### config.mk
export PLATFORM = sky130hd
export DESIGN_NAME = period_meter
export DESIGN_NICKNAME = d
export VERILOG_FILES = /design/src/rtl/period_meter.sv
export SDC_FILE = /design/constraint.sdc
export NUM_CORES = 1
export LEC_CHECK = 0
export ABC_AREA = 0
export CORE_MARGIN = 1.5
export CORE_UTILIZATION = 65
export CTS_BUF_LIST = sky130_fd_sc_hd__clkbuf_2 sky130_fd_sc_hd__clkbuf_4 sky130_fd_sc_hd__clkbuf_8
export DETAILED_ROUTE_END_ITERATION = 12
export DONT_BUFFER_PORTS = 1
export MAX_ROUTING_LAYER = met4
export PLACE_DENSITY = 0.92
export SYNTH_ARGS = -nofsm -noshare
export SYNTH_HDL_FRONTEND = slang
export SYNTH_SLANG_ARGS = --single-unit
export TNS_END_PERCENT = 10
### constraint.sdc
create_clock -name clk -period 4.02 [get_ports clk]
set_input_delay 0.201 -clock clk [delete_from_list [all_inputs] [get_ports clk]]
set_output_delay 0.201 -clock clk [all_outputs]
set_load 0.05 [all_outputs]
### src/rtl/period_meter.sv
// Period meter: synchronises an asynchronous input, then counts clk cycles between
// its rising edges. Reports each accepted period, glitches and edge-loss timeouts.
module period_meter #(
    parameter int unsigned WIDTH      = 16,
    parameter int unsigned MIN_PERIOD = 4,
    parameter int unsigned MAX_COUNT  = 16'hffff
) (
    input  logic             clk,
    input  logic             reset,
    input  logic             sig_in,
    output logic [WIDTH-1:0] period,
    output logic             valid,
    output logic             timeout,
    output logic             locked,
    output logic             glitch
);

    localparam logic [WIDTH-1:0] CNT_LAST = WIDTH'(MAX_COUNT - 1);
    localparam logic [WIDTH-1:0] MIN_PER  = WIDTH'(MIN_PERIOD);

    typedef enum logic {
        IDLE,
        MEASURE
    } state_t;

    state_t           state_q, state_d;
    logic             s1_q, s1_d;
    logic             s2_q, s2_d;
    logic             s3_q, s3_d;
    logic [WIDTH-1:0] cnt_q, cnt_d;
    logic [WIDTH-1:0] period_q, period_d;
    logic             valid_q, valid_d;
    logic             timeout_q, timeout_d;
    logic             glitch_q, glitch_d;
    logic             locked_q, locked_d;
    logic             sig_edge;
    logic [WIDTH-1:0] cnt_inc;

    assign sig_edge = s2_q & ~s3_q;
    // cnt stops at MAX_COUNT-1, so this increment cannot overflow WIDTH.
    assign cnt_inc  = cnt_q + WIDTH'(1);

    always_comb begin
        state_d   = state_q;
        s1_d      = sig_in;
        s2_d      = s1_q;
        s3_d      = s2_q;
        cnt_d     = cnt_q;
        period_d  = period_q;
        valid_d   = 1'b0;
        timeout_d = 1'b0;
        glitch_d  = 1'b0;

        case (state_q)
            IDLE: begin
                if (sig_edge) begin
                    state_d = MEASURE;
                    cnt_d   = '0;
                end
            end
            MEASURE: begin
                if (sig_edge) begin
                    if (cnt_inc >= MIN_PER) begin
                        period_d = cnt_inc;
                        valid_d  = 1'b1;
                        cnt_d    = '0;
                    end else begin
                        // Rejected edge: keep timing from the last accepted edge.
                        glitch_d = 1'b1;
                        cnt_d    = cnt_inc;
                    end
                end else if (cnt_q == CNT_LAST) begin
                    timeout_d = 1'b1;
                    cnt_d     = '0;
                    state_d   = IDLE;
                end else begin
                    cnt_d = cnt_inc;
                end
            end
            default: begin
                state_d = IDLE;
                cnt_d   = '0;
            end
        endcase

        locked_d = (state_d == MEASURE);
    end

    always_ff @(posedge clk) begin
        if (reset) begin
            state_q   <= IDLE;
            s1_q      <= 1'b0;
            s2_q      <= 1'b0;
            s3_q      <= 1'b0;
            cnt_q     <= '0;
            period_q  <= '0;
            valid_q   <= 1'b0;
            timeout_q <= 1'b0;
            glitch_q  <= 1'b0;
            locked_q  <= 1'b0;
        end else begin
            state_q   <= state_d;
            s1_q      <= s1_d;
            s2_q      <= s2_d;
            s3_q      <= s3_d;
            cnt_q     <= cnt_d;
            period_q  <= period_d;
            valid_q   <= valid_d;
            timeout_q <= timeout_d;
            glitch_q  <= glitch_d;
            locked_q  <= locked_d;
        end
    end

    assign period  = period_q;
    assign valid   = valid_q;
    assign timeout = timeout_q;
    assign glitch  = glitch_q;
    assign locked  = locked_q;

endmodule

==> implementation parameters <==
Parameter                              Value

Status
  Status    complete, no violations

Power
  Peak supply drop    0.3373 mV
  Cell area power density    358.7 nW/um^2
  Leakage power summed over all cells    0.7869 nW
  Final Total Pwr    0.8052 mW

Worst setup path
  Cells traversed along the worst timing path    ha_1 -> nand3_1 -> nor3_1 -> mux2i_1 -> nor4_4 -> a21oi_2 -> or2_1 -> o41ai_1
  Crit. Startpoint    cnt_q[1]
  Number of cells on the worst reg-to-reg path    8
  Kind of start point of the critical path    flop
  Endpoint of the lowest-slack register-to-register path    cnt_q[10]
  Stages on the worst setup path    8
  Arrival time at the worst endpoint    3550 ps
  Number of buffer and inverter stages on the critical path    0
  Endpoint of the worst setup timing path    cnt_q[10]
  Top cell family by delay on the critical path    simple AND/OR/NAND/NOR gates
  Worst stage delay on the critical path    510 ps
  Critical Path End Type    flop
  Top fanout value on the critical path    11
  Launching point of the worst reg2reg path    cnt_q[1]
  Slowest library cell on the worst path    dfxtp_1
  R2R setup slack    750 ps
  Category of the critical setup timing path    flop to flop
  CP required    4290 ps

STA
  Total negative slack    0 ps
  Max Freq    0.3055 GHz
  PnR worst setup slack    746.9 ps
  Slew at the pin with the worst max-slew slack    905.6 ps
  Worst Hold Slack    196.2 ps
  Setup violators final    0
  Number of max-slew violations in the final report    0
  Count of endpoints failing hold in the final timing report    0
  Max-slew headroom at the worst pin    39.43%
  Time the worst path needs with I/O delays and setup    3273 ps
  Unrepaired setup endpoints after global routing    no
  Clock Skew    13.31 ps
  Tcrit/Tclk final    81.42%

Clock network
  Clk_lat worst skew    360 ps
  CTS buffer count    5
  Clock tree root driver cell    clkbuf_4
  Post-cts resize count    0
  Number of H-tree branching levels    2
  Setup fix buffers added after clock tree synthesis    0
  Clock transition at path regs    120 ps
  Count of hold buffers inserted by post-cts repair    2
  Worst-case clock buffer depth    2
  Sinks on the clock net    39
  TritonCTS clock tree    built

Min path
  Path type of the worst min-delay path    primary input to flop

Placement
  Post-place setup slack    829.6 ps
  Number of buffers inserted by port buffering    0
  Gp weighted congestion    0.9193
  Placed instance area    2120 um^2
  Post-DP HPWL    3.186 mm
  Post-Place Cells    275

Die
  Initial core utilization    70.04%
  Area of the die    3700 um^2
  Num rows    20
  Chip Width    60.83 um
  Die height    60.83 um
  Core region area    3103 um^2
  Top-level I/O count    23

GRT
  Number of global-route vias before repair    1598
  Overall Global Routing Usage    28.79%
  Maximum number of pins on one net before global-route repair    24
  Initial antenna violation count    0
  Global-route wire length before repair    7.569 mm
  Aggregate global routing overflow    0

Yosys
  Count of flip-flops with a built-in enable after synthesis    0
  Post-synthesis instance area    2173 um^2
  Seq/Total Area, Yosys    35.92%
  Fraction of registers with async set or reset after synthesis    0%
  Register bit count reported by yosys    39
  Ys flop type    dfxtp_1
  Post-Syn Instances    253
  Avg Synthesized Cell Area    8.590 um^2
  Yosys warning count    0
  Net count after synthesis    258
  Cell variety after synth    47

Final layout
  Final nets    245
  Layout cells sized above 1    11.20%
  Post-Route Utilization    72.34%
  Non-filler cells, final    285
  Area added between synthesis and finish    3.281%
  Antenna diode instance count    0
  Final cell area excluding filler cells    2245 um^2

Run
  Total of max-cap violations    0

Routing
  Vias per Instance    6.375
  Average wire length per cell after detail routing    16.83 um
  DR vias    1817
  DR pass1 iterations    5
  Routed wire length    4.797 mm
  Violation count after the first detailed-route iteration    128
  Antenna violation net count after detailed routing    0
  Number of DRC violations after detailed routing    0
[layout make-up]
| type | instances | area, um^2 |
|---|---|---|
| repair buffers | 5 | 42.54 |
| flip-flops and latches | 39 | 780.7 |
| fillers | 241 | 858.3 |
| clock inverters | 2 | 60.06 |
| multi-input cells | 187 | 1254 |
| clock buffers | 6 | 45.04 |
| inverters | 2 | 7.507 |
| well taps | 44 | 55.05 |
[synth_stat cells (2+ instances only)]
library cell | number | share of area [%]
xor2_1 | 5 | 2.0
dfxtp_1 | 39 | 36
o22ai_1 | 6 | 1.7
nor4_1 | 3 | 0.86
a21oi_2 | 2 | 0.81
buf_2 | 7 | 1.6
nor2_1 | 26 | 4.5
ha_1 | 2 | 1.2
xnor2_1 | 13 | 5.2
nand4_4 | 2 | 2.0
o211a_1 | 3 | 1.4
nand3_1 | 16 | 3.7
nand2_1 | 22 | 3.8
a211oi_1 | 9 | 3.1
nor4_4 | 2 | 2.0
mux2i_1 | 5 | 2.3
nor3_1 | 3 | 0.69
nand3b_1 | 7 | 2.4
and2_1 | 2 | 0.58
and3_1 | 3 | 0.86
and4_1 | 3 | 1.2
inv_1 | 2 | 0.35
clkbuf_1 | 9 | 1.6
clkbuf_2 | 2 | 0.46
nand4_1 | 4 | 1.2
a21oi_1 | 7 | 1.6
o21ai_1 | 2 | 0.46
nor2b_1 | 8 | 2.3
o31ai_2 | 5 | 2.9
nand2b_1 | 2 | 0.58
a31oi_1 | 5 | 1.4
o21ai_0 | 7 | 1.6
buf_4 | 5 | 1.7
or2_2 | 2 | 0.58
[cells by family after synthesis]
family	Yosys count	synth area share (%)
adders and majority gates	2	1.151
and+or+nand+nor	109	28.50
AOI/OAI and AO/OA	53	18.48
xor gates and xnor gates	18	7.254
muxes	5	2.303
DFF	39	35.92
buffers and inverters	27	6.390
[worst min-delay path by stage]
stage / startpoint / endpoint / cells after the start
after floorplan: reset / s1_q / 1
after global placement: reset / period[1] / 1
after detailed placement: reset / period[1] / 1
after CTS: reset / cnt_q[2] / 2
after global routing: reset / cnt_q[4] / 2
final: reset / cnt_q[11] / 2
[flip-flops by register name, indices dropped and copies added (netlist names)]
name / count
period: 16
s2_q: 1
valid: 1
locked: 1
s1_q: 1
cnt_q: 16
s3_q: 1
timeout: 1
glitch: 1
[routing by layer]
metal	vias to the layer above	wire length (um)	global-route usage, %
met5	-	0	-
met4	0	165	14.60
met3	20	311	7.249
met2	76	2303	41.94
met1	844	2017	36.84
li1	877	-	-
[worst register-to-register path, delay by kind of cell (launching register included)]
family	cells	cell delay, ps
AND/OR/NAND/NOR	4	1600
adder cells (fa/ha/maj)	1	380
multiplexers	1	210
AO/OA/AOI/OAI	2	490
flip-flops	1	510
[power breakdown]
group          switching (mW)  internal [mW]
clock network           0.132          0.201
logic                  0.0272         0.0170
registers              0.0327          0.396
[placed cells by master, fill, tap and decap left out, types with 3 or more instances in the layout]
| cell type | count |
|---|---|
| a211oi_1 | 9 |
| a21oi_1 | 7 |
| a31oi_1 | 5 |
| and3_1 | 3 |
| and4_1 | 3 |
| buf_4 | 3 |
| clkbuf_4 | 6 |
| dfxtp_1 | 39 |
| mux2i_1 | 5 |
| nand2_1 | 22 |
| nand3_1 | 16 |
| nand3b_1 | 7 |
| nand4_1 | 4 |
| nor2_1 | 26 |
| nor2b_1 | 8 |
| nor3_1 | 3 |
| nor4_1 | 3 |
| o211a_1 | 3 |
| o21ai_0 | 7 |
| o22ai_1 | 6 |
| o31ai_2 | 5 |
| xnor2_1 | 13 |
| xor2_1 | 5 |
Power figures use the tool's default switching activity.
